`config.mk`:
```
export PLATFORM = sky130hd
export DESIGN_NAME = pwm_ramp_ctrl
export DESIGN_NICKNAME = d
export VERILOG_FILES = /design/src/rtl/pwm_pkg.sv /design/src/rtl/pwm_tick_div.sv /design/src/rtl/pwm_ramp_ctrl.sv
export SDC_FILE = /design/constraint.sdc
export NUM_CORES = 1
export LEC_CHECK = 0
export ABC_AREA = 1
export BUFFER_PORTS_ARGS = -buffer_cell sky130_fd_sc_hd__buf_2
export CORE_ASPECT_RATIO = 0.75
export CORE_MARGIN = 3
export CORE_UTILIZATION = 30
export DETAILED_ROUTE_END_ITERATION = 8
export SLEW_MARGIN = 10
export SYNTH_ARGS = -nofsm -noshare
export SYNTH_HDL_FRONTEND = slang
export SYNTH_SLANG_ARGS = --single-unit
```
`constraint.sdc`:
```
create_clock -name clk -period 4.4 [get_ports clk]
set_input_delay 0.66 -clock clk [delete_from_list [all_inputs] [get_ports clk]]
set_output_delay 0.66 -clock clk [all_outputs]
set_load 0.03 [all_outputs]
```
`src/rtl/pwm_pkg.sv`:
```
// Shared constants, ramp state type and duty arithmetic helpers for the PWM ramp controller.
package pwm_pkg;

  localparam int DC_W    = 7;
  localparam int DC_MAX  = 100;
  localparam int STEP_W  = 4;
  localparam int ARITH_W = 8;

  typedef enum logic {
    IDLE = 1'b0,
    RAMP = 1'b1
  } ramp_state_t;

  function automatic logic [DC_W-1:0] clamp_target(input logic [DC_W-1:0] t);
    return (t > DC_W'(DC_MAX)) ? DC_W'(DC_MAX) : t;
  endfunction

  function automatic logic [STEP_W-1:0] eff_step(input logic [STEP_W-1:0] s);
    return (s == '0) ? STEP_W'(1) : s;
  endfunction

  // One step toward tgt, landing exactly on tgt when the step would overshoot it.
  function automatic logic [DC_W-1:0] step_toward(input logic [DC_W-1:0]   cur,
                                                  input logic [DC_W-1:0]   tgt,
                                                  input logic [STEP_W-1:0] stp,
                                                  input logic              rising);
    logic [ARITH_W-1:0] c;
    logic [ARITH_W-1:0] t;
    logic [ARITH_W-1:0] s;
    logic [ARITH_W-1:0] r;
    c = ARITH_W'(cur);
    t = ARITH_W'(tgt);
    s = ARITH_W'(stp);
    if (rising) begin
      r = c + s;
      if (r >= t) r = t;
    end else begin
      if (c < t + s) r = t;
      else           r = c - s;
    end
    return r[DC_W-1:0];
  endfunction

endpackage

```
`src/rtl/pwm_tick_div.sv`:
```
// Divides period_tick pulses by DIV; fire marks the tick that completes a group of DIV.
module pwm_tick_div #(
  parameter int DIV = 4
) (
  input  logic clk,
  input  logic reset,
  input  logic clr,
  input  logic tick,
  output logic fire
);

  localparam int CNT_W = (DIV > 1) ? $clog2(DIV) : 1;
  localparam logic [CNT_W-1:0] LAST = CNT_W'(DIV - 1);

  logic [CNT_W-1:0] cnt;

  // fire is combinational so the owner can act on the same edge the counter wraps.
  assign fire = tick && !clr && (cnt == LAST);

  // NOTE: sequential state uses non-blocking assignments so every register samples pre-edge values.
  always_ff @(posedge clk) begin
    if (reset) begin
      cnt <= '0;
    end else if (clr) begin
      cnt <= '0;
    end else if (tick) begin
      cnt <= (cnt == LAST) ? '0 : cnt + 1'b1;
    end
  end

endmodule

```
`src/rtl/pwm_ramp_ctrl.sv`:
```
// Ramps a PWM duty command toward a requested target in fixed steps every DIV PWM periods.
// Option: PWM_RAMP_ABORT_ZERO_EN makes abort also drive dc to 0.
module pwm_ramp_ctrl
  import pwm_pkg::*;
#(
  parameter int DIV = 4
) (
  input  logic              clk,
  input  logic              reset,
  input  logic              start,
  input  logic [DC_W-1:0]   target,
  input  logic [STEP_W-1:0] step,
  input  logic              period_tick,
  input  logic              abort,
  output logic [DC_W-1:0]   dc,
  output logic              busy,
  output logic              done,
  output logic              up
);

  ramp_state_t       state;
  logic [DC_W-1:0]   tgt_q;
  logic [STEP_W-1:0] step_q;
  logic              fire;
  logic              div_clr;
  logic              div_tick;
  logic [DC_W-1:0]   new_tgt;
  logic [STEP_W-1:0] new_step;
  logic [DC_W-1:0]   next_dc;

  // Any start or abort restarts the period count; ticks only count while ramping.
  assign div_clr  = start | abort;
  assign div_tick = period_tick & (state == RAMP);

  assign new_tgt  = clamp_target(target);
  assign new_step = eff_step(step);
  assign next_dc  = step_toward(dc, tgt_q, step_q, up);

  pwm_tick_div #(
    .DIV (DIV)
  ) u_tick_div (
    .clk   (clk),
    .reset (reset),
    .clr   (div_clr),
    .tick  (div_tick),
    .fire  (fire)
  );

  always_ff @(posedge clk) begin
    if (reset) begin
      state  <= IDLE;
      dc     <= '0;
      busy   <= 1'b0;
      done   <= 1'b0;
      up     <= 1'b0;
      tgt_q  <= '0;
      step_q <= '0;
    end else begin
      done <= 1'b0;
      if (abort) begin
        state <= IDLE;
        busy  <= 1'b0;
`ifdef PWM_RAMP_ABORT_ZERO_EN
        dc    <= '0;
`endif
      end else if (start) begin
        // Retarget from the current dc; a target already reached completes immediately.
        tgt_q  <= new_tgt;
        step_q <= new_step;
        up     <= (new_tgt > dc);
        if (new_tgt == dc) begin
          state <= IDLE;
          busy  <= 1'b0;
          done  <= 1'b1;
        end else begin
          state <= RAMP;
          busy  <= 1'b1;
        end
      end else begin
        case (state)
          RAMP: begin
            if (fire) begin
              dc <= next_dc;
              if (next_dc == tgt_q) begin
                state <= IDLE;
                busy  <= 1'b0;
                done  <= 1'b1;
              end
            end
          end
          default: begin
            state <= IDLE;
          end
        endcase
      end
    end
  end

endmodule

```
== Word level (Yosys, flattened, before mapping) ==
Index checks and enable logic that the tools add are counted.

* Output and inout bits: 10
* Register bits after elaboration: 24
* Word-level logic and storage cells: 55

* Muxes and demuxes: 20
* Bitwise operators: 4
* Reductions and logical operators: 12
* Eq/ne operators: 3
* $lt $le $gt $ge: 4
* $add $sub $neg: 4

{| class="wikitable"
|+ Operators with widths
! cell !! number
|-
| $mux 7 || 4
|-
| $add 7x4->8 || 2
|-
| $eq 7x7->1 || 2
|-
| $mux 1 || 14
|-
| $ge 8x7->1 || 1
|-
| $lt 7x8->1 || 1
|-
| $gt 7x7->1 || 1
|-
| $gt 7x7->1 const B || 1
|-
| $sub 7x4->7 || 1
|-
| $reduce_bool 2->1 || 3
|-
| $logic_not 4->1 || 1
|-
| $mux 4 || 1
|-
| $reduce_and 4->1 || 1
|-
| $reduce_or 2->1 || 2
|-
| $reduce_and 3->1 || 1
|-
| $add 2x1->2 const B || 1
|-
| $eq 2x2->1 const B || 1
|-
| $logic_and 1x1->1 || 2
|-
| $mux 2 || 1
|-
| $not 1->1 || 2
|-
| $reduce_and 2->1 || 1
|-
| $and 1x1->1 || 1
|-
| $logic_not 1->1 || 1
|-
| $or 1x1->1 || 1
|}

== Logic depth before layout (Yosys ltp) ==
Gate-level depths: netlist of the first run.

* Word-level depth: 9
* Gate-level depth with buffers: 25

== Cells and area by module ==
A second synthesis of the first run with hierarchy kept.

* Cell total of the unflattened synthesis: 400
* Area, all modules: 2,641.3 µm²

{| class="wikitable"
|+ By module, submodules not included
! module !! instances !! area each (µm²) !! cells an instance
|-
| pwm_ramp_ctrl || 1 || 2,536.2 || 384
|-
| pwm_tick_div || 1 || 105.1 || 16
|}

== Worst setup path before layout of the first run ==
Ideal clock, no wire load.

* Kind: register -> register
* Start: register dc[0]
* End: register busy
* Arrival time: 2.900 ns
* Library setup time: 0.117 ns
* Cell stages (with the launch flop): 23
* Data required time: 4.283 ns
* Buffers on the path: 0
* Setup slack: 1.383 ns
* Cells stage by stage: dfxtp_1 > ha_1 > fa_1 > nand3_1 > nand2_1 > nand2_1 > o21ai_0 > nand2_1 > inv_2 > ha_1 > inv_1 > o21bai_1 > nor2_8 > nand2_4 > nand2_1 > nand3_2 > nand3_1 > nand2_1 > nand2_1 > nor2_2 > nand2_2 > nand3_1 > a21oi_1

* Cells in the longest elaborated chain, start to end: 7

{| class="wikitable"
|+ RTL lines
! what !! line !! RTL
|-
| from (decl) || pwm_ramp_ctrl.sv:15 || <nowiki>output logic [DC_W-1:0] dc,</nowiki>
|-
| from (signal assigned) || pwm_ramp_ctrl.sv:83 || <nowiki>dc <= next_dc;</nowiki>
|-
| $add 7x4->8 || pwm_pkg.sv:35 || <nowiki>r = c + s;</nowiki>
|-
| $ge 8x7->1 || pwm_pkg.sv:36 || <nowiki>if (r >= t) r = t;</nowiki>
|-
| $mux 7 || pwm_pkg.sv:36 ||
|-
| $mux 7 || pwm_pkg.sv:34 || <nowiki>if (rising) begin</nowiki>
|-
| $eq 7x7->1 || pwm_ramp_ctrl.sv:84 || <nowiki>if (next_dc == tgt_q) begin</nowiki>
|-
| $reduce_bool 2->1 (no source line) || n/a ||
|-
| $reduce_and 3->1 (no source line) || n/a ||
|-
| to (signal assigned) || pwm_ramp_ctrl.sv:73 || <nowiki>busy <= 1'b0;</nowiki>
|-
| to (signal assigned) || pwm_ramp_ctrl.sv:77 || <nowiki>busy <= 1'b1;</nowiki>
|-
| to (signal assigned) || pwm_ramp_ctrl.sv:86 || <nowiki>busy <= 1'b0;</nowiki>
|-
| to (decl) || pwm_ramp_ctrl.sv:16 || <nowiki>output logic busy,</nowiki>
|}

Parallel ways exist; a longest one is shown, timed or not.
A chain may end at the register's enable or synchronous reset.

== Worst setup path after layout of the first run ==
* Start: register step_q[2]
* End: register state

* Cells in the longest elaborated chain, start to end: 9

{| class="wikitable"
|+ RTL lines
! what !! line !! RTL
|-
| from (decl) || pwm_ramp_ctrl.sv:23 || <nowiki>logic [STEP_W-1:0] step_q;</nowiki>
|-
| from (signal assigned) || pwm_ramp_ctrl.sv:69 || <nowiki>step_q <= new_step;</nowiki>
|-
| $add 7x4->8 (on tied branches) || pwm_pkg.sv:38, pwm_pkg.sv:35 ||
|-
| $lt 7x8->1 or $ge 8x7->1 (tied branches) || pwm_pkg.sv:38, pwm_pkg.sv:36 ||
|-
| $mux 7 (on tied branches) || pwm_pkg.sv:38, pwm_pkg.sv:36 ||
|-
| $mux 7 (*) || pwm_pkg.sv:34 ||
|-
| $eq 7x7->1 (*) || pwm_ramp_ctrl.sv:84 ||
|-
| $mux 1 (*) || pwm_ramp_ctrl.sv:84 ||
|-
| $mux 1 (*) || pwm_ramp_ctrl.sv:82 || <nowiki>if (fire) begin</nowiki>
|-
| $mux 1 (*) || pwm_ramp_ctrl.sv:80 || <nowiki>case (state)</nowiki>
|-
| $mux 1 (*) || pwm_ramp_ctrl.sv:66 || <nowiki>end else if (start) begin</nowiki>
|-
| to (signal assigned) || pwm_ramp_ctrl.sv:72 || <nowiki>state <= IDLE;</nowiki>
|-
| to (signal assigned) || pwm_ramp_ctrl.sv:85 || <nowiki>state <= IDLE;</nowiki>
|-
| to (signal assigned) || pwm_ramp_ctrl.sv:92 || <nowiki>state <= IDLE;</nowiki>
|-
| to (decl) || pwm_ramp_ctrl.sv:21 || <nowiki>ramp_state_t state;</nowiki>
|}

Every way passes the cells marked *; elsewhere a longest branch is shown, timed or not.

==> results of run 1 <==
-- worst min-delay path, delay by kind of cell (launching register included) --
family	cells	cell delay, ps
AO/OA/AOI/OAI	1	60
AND/OR/NAND/NOR	1	60
flip-flops	1	320
-- path summary, 6_finish.rpt --
| path | from | end | slack [ps] | cells after the start |
|---|---|---|---|---|
| worst min register to register | u_tick_div.cnt[1] | u_tick_div.cnt[1] | 480 | 2 |
| worst max-delay path | step_q[2] | state | 1010 | 24 |
| worst max register to register | step_q[2] | state | 1010 | 24 |
| worst min-delay path | u_tick_div.cnt[1] | u_tick_div.cnt[1] | 480 | 2 |
-- cells in the mapped netlist, types with 2 or more instances --
master,number,area share
fa_1,3,0.024
nor2_1,15,0.023
and3_1,2,0.0050
ha_1,33,0.17
xor2_1,7,0.025
a31oi_1,2,0.0050
o21ai_0,16,0.032
nand2_4,2,0.0090
clkbuf_1,6,0.0090
a21oi_1,27,0.054
nor2_2,3,0.0075
nand3_1,56,0.11
xnor2_1,3,0.011
nand2_2,7,0.018
inv_2,3,0.0045
inv_1,47,0.071
dfxtp_1,24,0.19
a21oi_2,2,0.0070
nand2_1,84,0.13
nand3_2,7,0.028
o211ai_1,3,0.0090
a211oi_1,3,0.0090
nand3b_1,2,0.0060
-- layout make-up --
cell class	count	share of cell area
multi-input combinational	285	0.639
clock buffer	3	0.0149
sequential	24	0.173
inverter	51	0.0690
tap	105	0.0474
timing repair buffer	25	0.0451
clock inverter	1	0.0108
-- layer usage --
metal	share of wire	vias up	track usage
li1	-	1266	-
met1	0.54	1114	0.255
met2	0.38	96	0.219
met3	0.077	2	0.0321
met4	0.0027	0	0.0166
met5	0	-	0
-- cell families (layout without fill, tap and decap cells) --
family                     after synthesis  after routing  share of synthesized area
and+or+nand+nor                        183            183                      0.357
buffers and inverters                   60             80                     0.0954
AOI/OAI and AO/OA                       56             56                      0.130
adders and majority gates               36             36                      0.190
DFF                                     24             24                      0.193
xor gates and xnor gates                10             10                     0.0352
-- power breakdown --
part	internal, mW	leakage [nW]	switching (mW)	total, mW
Sequential	0.225	0.196	0.0131	0.238
Combinational	0.0783	1.18	0.145	0.223
Clock	0.122	0.0357	0.0769	0.199
-- per-stage QoR --
stage | instance area, um2 | utilization | setup slack, ps | cells
2_1_floorplan | 2490 | - | 1380 | 369
3_3_place_gp | 2700 | 0.338 | 1100 | 490
5_1_grt | 2770 | 0.347 | 691 | 494
4_1_cts | 2770 | 0.347 | 1030 | 494
6_report | 2770 | 0.347 | 1010 | 494
3_5_place_dp | 2700 | 0.338 | 1060 | 490
-- registers in the layout (all words and copies together) (netlist names) --
register	flops
busy	1
dc	7
done	1
state	1
step_q	4
tgt_q	7
u_tick_div.cnt	2
up	1
==> results.py, run 1 <==
metrics = {
    "pwr": {
        "worst_ir_drop_vdd_mv": 0.138,
        "power_mw": 0.660,
        "power_density_nw_per_um2": 238,
        "leakage_nw": 1.42,
    },
    "synth": {
        "synthFlopType": "dfxtp_1",
        "ys_async_sr_fraction": 0,
        "synthesis.area_um2": 2490,
        "syn_avg_cell_area_um2": 6.75,
        "syn-num-nets": 421,
        "ys_ff_latch": 24,
        "seq_area_frac_synth": 0.193,
        "synth_cells": 369,
        "ys_warn_count": 0,
        "ys_types": 35,
        "synth_edf_count": 0,
    },
    "clock_network": {
        "cts_setup_buffers": 0,
        "cts_made_buffers": 3,
        "cts_tree": "done",
        "htree_levels": 1,
        "cts-resized-gates": 0,
        "cts.clk_slew.worst_paths_ps": 90,
        "ctsRootBufferMaster": "clkbuf_8",
        "hold_buffers": 0,
        "cts_sinks": 24,
        "clock_path_buffers": 2,
        "worstSkewPairLatency_ps": 280,
    },
    "place": {
        "hpwlAfterDp_mm": 5.98,
        "io_buffers": 25,
        "gp_congestion": 0.942,
    },
    "setup_path": {
        "worstPathMaxFanout": 9,
        "slowest_delay_ps": 440,
        "slowest_stage": "ha_1",
        "required_ps": 4580,
        "cpMostUsedCell": "nand2_1",
        "cp_cell_sequence": "inv_1 -> ha_1 -> inv_2 -> a21oi_4 -> nand2_2 -> nand2_1 -> nand2_1 -> nand2_1 -> nand2_1 -> ha_1 -> a21oi_1 -> o21bai_1 -> nor2_8 -> nand2_4 -> nand2_1 -> nand3_1 -> nand2_1 -> nand2_1 -> nand2_1 -> nand2_1 -> nor2_2 -> nand2_2 -> nand3_1 -> a21oi_1",
        "endpoint_kind": "flop",
        "critical_path_arrival_ps": 3570,
        "start_kind": "flop",
        "cpLargestDelayFamily": "simple AND/OR/NAND/NOR gates",
        "critical_path_class": "flop to flop",
        "path_buf_inv": 2,
    },
    "timing": {
        "setup_viol": 0,
        "relSlewSlack": 0.597,
        "fin_crit_sh": 0.771,
        "tightest_slew_ps": 602,
        "tns_ps": 0,
        "hold_violations": 0,
        "slew_violations": 0,
        "finClkSkew_ps": 3.62,
        "rsz0062_at_grt": "false",
        "max_freq_ghz": 0.295,
        "period_needed_ps": 3390,
        "holdWs_ps": 480,
    },
    "cells_and_area": {
        "drive_above_1_share": 0.144,
        "layout.nets": 442,
        "register_area_um2": 480,
        "insertedDiodeCount": 0,
        "area_delta_synth_final_pct": 11.3,
        "multiInputGateArea_um2": 1770,
        "mostFrequentLayoutCells": "nand2_1, nand3_1, inv_1",
        "final_common_cell": "nand2_1",
        "filler_cell_count": 882,
    },
    "detailed_routing": {
        "drc": 0,
        "route.final.wire_length_mm": 7.13,
        "wire_per_inst_um": 14.4,
        "firstDrtPassIters": 5,
        "via_per_inst": 5.02,
        "initialDrtViolationCount": 221,
        "drtAntennaViolNets": 0,
        "routed-via-count": 2478,
    },
    "global_routing": {
        "track_usage": 0.158,
        "grt_pass1_vias": 2365,
        "grt_max_degree": 17,
        "grt_first_pass_wirelength_mm": 12.1,
        "antenna_found_initial": 0,
        "grt_overflow_total": 0,
    },
    "floorplan": {
        "die_x_um": 111,
        "row_count": 28,
        "io_pins": 26,
        "die_y_um": 84.9,
        "die_area_um2": 9440,
        "start_util": 0.312,
        "core_um2": 7990,
    },
    "run": {
        "maxCapViolCount": 0,
    },
    "hold_path": {
        "hp-class": "flop to flop",
    },
    "run_status": {
        "outcome": "complete, no violations",
    },
}
No activity file was read; power rests on OpenSTA's default activity.
==> inputs of run 2 (changes only) <==
clock period = 2.78 ns   (was 4.4 ns; I/O delays follow)
==> results.py, run 2 (synthesized netlist as in run 1, its figures left out) <==
metrics = {
    "run_status": {
        "outcome": "finished with violations",
        "failed_checks": "setup timing",
    },
    "clock_network": {
        "cts_made_buffers": 3,
        "cts_sinks": 24,
        "worstSkewPairLatency_ps": 280,
        "cts_tree": "done",
        "hold_buffers": 0,
        "clock_path_buffers": 2,
        "ctsRootBufferMaster": "clkbuf_8",
        "htree_levels": 1,
        "cts.clk_slew.worst_paths_ps": 90,
    },
    "global_routing": {
        "grt_max_degree": 17,
        "grt_overflow_total": 0,
        "grt_pass1_vias": 2696,
        "grt_first_pass_wirelength_mm": 13.1,
        "track_usage": 0.170,
        "antenna_found_initial": 0,
    },
    "cells_and_area": {
        "drive_above_1_share": 0.371,
        "top_regs": "dc x7, tgt_q x7, step_q x4",
        "area_delta_synth_final_pct": 37.6,
        "mostFrequentLayoutCells": "nand2_1, buf_4, inv_1",
        "layout.nets": 495,
        "final_util": 0.429,
        "insertedDiodeCount": 0,
        "filler_cell_count": 822,
        "final_common_cell": "nand2_1",
    },
    "setup_path": {
        "slowest_delay_ps": 370,
        "worstPathMaxFanout": 8,
        "cpMostUsedCell": "nand2_2",
        "crit_start": "step_q[0]",
        "cp_cell_sequence": "ha_4 -> fa_2 -> nand3_2 -> nand2_2 -> nand2_2 -> nor2_2 -> xor2_1 -> ha_1 -> a21oi_2 -> nand2_1 -> nand2_4 -> nand2_8 -> nand2_2 -> nand3_2 -> nand2_2 -> nand2_1 -> nand2_1 -> nand2_1 -> nor2_2 -> nand2_2 -> nand3_2 -> a21oi_2",
        "crit-reg2reg-launch": "step_q[0]",
        "start_kind": "flop",
        "slowest_stage": "dfxtp_4",
        "critical_path_arrival_ps": 3160,
        "reg2reg_depth": 22,
        "required_ps": 2950,
        "endpoint_kind": "flop",
        "critical_path_class": "flop to flop",
    },
    "run": {
        "maxCapViolCount": 0,
    },
    "detailed_routing": {
        "firstDrtPassIters": 5,
        "drc": 0,
        "wire_per_inst_um": 14.5,
        "via_per_inst": 5.02,
        "route.final.wire_length_mm": 7.94,
        "initialDrtViolationCount": 172,
        "drtAntennaViolNets": 0,
        "routed-via-count": 2745,
    },
    "timing": {
        "relSlewSlack": 0.670,
        "rsz0062_at_grt": "true",
        "slew_violations": 0,
        "fin_crit_sh": 1.08,
        "tns_ps": -705,
        "max_freq_ghz": 0.334,
        "tightest_slew_ps": 495,
        "setup_viol": 5,
        "fin_ws_ps": -213,
        "finClkSkew_ps": 9.45,
        "hold_violations": 0,
        "period_needed_ps": 2990,
    },
    "place": {
        "io_buffers": 25,
        "gp_congestion": 0.975,
        "hpwlAfterDp_mm": 6.35,
    },
    "pwr": {
        "worst_ir_drop_vdd_mv": 0.185,
        "power_mw": 1.09,
        "power_density_nw_per_um2": 317,
        "leakage_nw": 1.73,
    },
    "floorplan": {
        "start_util": 0.312,
        "die_y_um": 84.9,
        "row_count": 28,
        "die_x_um": 111,
        "io_pins": 26,
        "core_um2": 7990,
        "die_area_um2": 9440,
    },
    "hold_path": {
        "holdCritStartpoint": "target[2]",
        "hp-class": "primary input to flop",
        "worstHoldPathCells": 3,
    },
}
[run 2: cell count changes in the layout (fill, tap and decap cells not counted), sizes merged]
cell | before | now
buf | 25 | 77
bufinv | 1 | 0
clkbuf | 3 | 4
nor2 | 19 | 20
[run 2: stage by stage]
| step | area, um2 | hold slack, ps | cells | setup slack (ps) |
|---|---|---|---|---|
| 2_1_floorplan | 2520 | 446 | 369 | 2.49 |
| 3_3_place_gp | 3100 | 454 | 539 | -191 |
| 3_5_place_dp | 3100 | 484 | 539 | -266 |
| 4_1_cts | 3280 | 400 | 546 | -149 |
| 5_1_grt | 3430 | 419 | 547 | -400 |
| 6_report | 3430 | 414 | 547 | -213 |
[run 2: path summary, 6_finish.rpt]
| kind | slack [ps] | end |
|---|---|---|
| worst max-delay path | -210 | state |
| worst min-delay path | 410 | tgt_q[2] |
| worst max register to register | -210 | state |
| worst min register to register | 490 | busy |
[run 2: critical path, delay by kind of cell, from the launching register on]
family | cells | cell delay, ps
compound gates | 2 | 200
simple gates | 16 | 1310
xor+xnor | 1 | 140
flops | 1 | 370
fa+ha+maj | 3 | 840
[run 2: cell type report]
class / count / area [um2] / area share
well taps: 105 / 131 / 0.0383
multi-input cells: 286 / 2040 / 0.594
inverters: 51 / 191 / 0.0559
flip-flops and latches: 24 / 499 / 0.146
repair buffers: 77 / 523 / 0.153
clock buffers: 4 / 45.0 / 0.0131
[run 2: report_power, final]
group / total [mW] / switching [mW] / internal, mW
sequential: 0.371 / 0.0151 / 0.356
combinational: 0.493 / 0.287 / 0.206
clock: 0.223 / 0.120 / 0.103
total: 1.09 / 0.422 / 0.665
[run 2: metal layers]
layer	track usage	part of all wire	vias up	wire [um]
met2	0.254	0.41	106	3270
met5	0	0	-	0
met1	0.251	0.49	1248	3880
met4	0.0298	0.016	0	127
li1	-	-	1376	-
met3	0.0406	0.083	15	663
[run 2: timing repair]
action	4_1_cts	5_1_grt
setup endpoints to repair	8	10
setup buffers	2	1
pin swaps	12	25
gates resized for setup	25	37
gates cloned	1	0
==> inputs of run 3 (changes only) <==
GPL_TIMING_DRIVEN = 0   (was default)
==> results.py, run 3 (synthesized netlist as in run 1, its figures left out) <==
metrics = {
    "hold_path": {
        "holdCritStartpoint": "abort",
        "hold_end": "done",
        "worstHoldPathCells": 4,
        "hp-class": "primary input to flop",
    },
    "run_status": {
        "outcome": "finished with violations",
        "failed_checks": "setup timing",
    },
    "place": {
        "gp_congestion": 0.889,
        "dp.cells": 498,
        "hpwlAfterDp_mm": 5.84,
        "io_buffers": 24,
    },
    "clock_network": {
        "ctsRootBufferMaster": "clkbuf_8",
        "htree_levels": 1,
        "cts_made_buffers": 3,
        "hold_buffers": 0,
        "cts.clk_slew.worst_paths_ps": 90,
        "cts_tree": "done",
        "worstSkewPairLatency_ps": 270,
        "clock_path_buffers": 2,
        "cts_sinks": 24,
    },
    "setup_path": {
        "critical_path_arrival_ps": 3170,
        "crit-reg2reg-launch": "step_q[0]",
        "r2r-end": "state",
        "endpoint_kind": "flop",
        "worstPathMaxFanout": 8,
        "rrSetupSlack_ps": -220,
        "start_kind": "flop",
        "required_ps": 2950,
        "reg2reg_depth": 22,
        "critical_path_class": "flop to flop",
    },
    "timing": {
        "slew_violations": 0,
        "tightest_slew_ps": 626,
        "fin_crit_sh": 1.08,
        "tns_ps": -734,
        "max_freq_ghz": 0.333,
        "rsz0062_at_grt": "true",
        "fin_ws_ps": -219,
        "period_needed_ps": 3000,
        "hold_violations": 0,
        "relSlewSlack": 0.581,
        "holdWs_ps": 430,
        "setup_viol": 5,
        "finClkSkew_ps": 5.63,
    },
    "detailed_routing": {
        "wire_per_inst_um": 14.5,
        "drtAntennaViolNets": 0,
        "routed-via-count": 2562,
        "via_per_inst": 4.98,
        "firstDrtPassIters": 5,
        "initialDrtViolationCount": 144,
        "route.final.wire_length_mm": 7.45,
        "drc": 0,
    },
    "cells_and_area": {
        "register_area_um2": 502,
        "mostFrequentLayoutCells": "nand2_1, nand3_1, inv_1",
        "final_util": 0.395,
        "multiInputGateArea_um2": 2000,
        "top_regs": "dc x7, tgt_q x7, step_q x4",
        "layout.nets": 462,
        "area_delta_synth_final_pct": 26.7,
        "insertedDiodeCount": 0,
        "filler_cell_count": 842,
        "final_cells": 514,
        "drive_above_1_share": 0.296,
        "final_common_cell": "nand2_1",
    },
    "global_routing": {
        "track_usage": 0.158,
        "grt_first_pass_wirelength_mm": 12.3,
        "grt_overflow_total": 0,
        "grt_pass1_vias": 2465,
        "antenna_found_initial": 0,
        "grt_max_degree": 14,
    },
    "pwr": {
        "p_seq_frac": 0.348,
        "power_density_nw_per_um2": 338,
        "clkPwrFrac": 0.230,
        "p_int_mw": 0.656,
        "switching_share": 0.385,
        "leakage_nw": 1.52,
        "switchingPower_mw": 0.410,
        "pwr-share-comb": 0.421,
        "worst_ir_drop_vdd_mv": 0.224,
    },
    "floorplan": {
        "row_count": 28,
        "io_pins": 26,
        "die_x_um": 111,
        "start_util": 0.312,
        "die_y_um": 84.9,
        "die_area_um2": 9440,
        "core_um2": 7990,
    },
    "run": {
        "maxCapViolCount": 0,
    },
}
-- run 3: cell count changes in the layout (fill, tap and decap cells not counted), moves of 2 or more --
cell	delta
nand3_1	+6
buf_4	-39
nand3_2	-7
nand2_2	+2
a21oi_2	-2
clkbuf_1	+5
-- run 3: worst max-delay path by stage --
| stage | from | endpoint | slack (ps) | depth (start not counted) |
|---|---|---|---|---|
| final | step_q[0] | state | -220 | 22 |
| after CTS | step_q[0] | state | -250 | 22 |
| after global placement | step_q[1] | busy | -440 | 23 |
| after global routing | step_q[0] | state | -440 | 22 |
| after detailed placement | step_q[1] | state | -510 | 23 |
| after floorplan | dc[0] | busy | 2 | 23 |
-- run 3: layout make-up --
class,count,share of cell area
well taps,105,0.0416
repair buffers,36,0.0717
multi-input cells,285,0.635
flip-flops and latches,24,0.159
clock buffers,4,0.0174
inverters,51,0.0606
plain buffers,9,0.0147
-- run 3: power by group through the flow --
stage	Sequential, mW	Clock (mW)	Combinational [mW]
2_1_floorplan	0.379	0	0.266
3_3_place_gp	0.381	0	0.348
3_5_place_dp	0.381	0	0.355
4_1_cts	0.370	0.253	0.397
5_1_grt	0.373	0.266	0.501
6_report	0.371	0.246	0.449
-- run 3: metal layers --
metal,up-vias,GRT usage,part of all wire
li1,1308,-,-
met1,1161,0.239,0.53
met2,87,0.238,0.40
met3,6,0.0292,0.064
met4,0,0.0188,0.0062
met5,-,0,0
-- run 3: critical path: stages (launching register included) --
cell and delay [ps]:
dfxtp_4 370, ha_4 160, fa_2 370, nand3_4 110, nand2_2 50, nand2_2 60, nor2_2 40, xor2_1 140
ha_1 310, a21oi_1 150, nand2_1 110, nand2_4 160, nand2_8 90, nand2_1 100, nand2_1 70, nand2_1 60
nand3_1 80, nand2_1 80, nand2_1 60, nor2_2 90, nand2_2 100, nand3_2 70, a21oi_2 50
-- run 3: what timing repair did --
item                                    in CTS  in global routing
setup buffers                                7                  5
resized for setup                           35                 27
pin swaps                                   24                 16
endpoints found under the setup margin      10                 10
-- run 3: through the flow --
stage / power, mW / area (um2) / worst slack, ps
CTS: 1.02 / 3020 / -253
finish: 1.07 / 3160 / -219
global route: 1.14 / 3160 / -439
detailed placement: 0.736 / 2780 / -507
floorplan: 0.645 / 2520 / 2.49
global placement: 0.728 / 2780 / -444
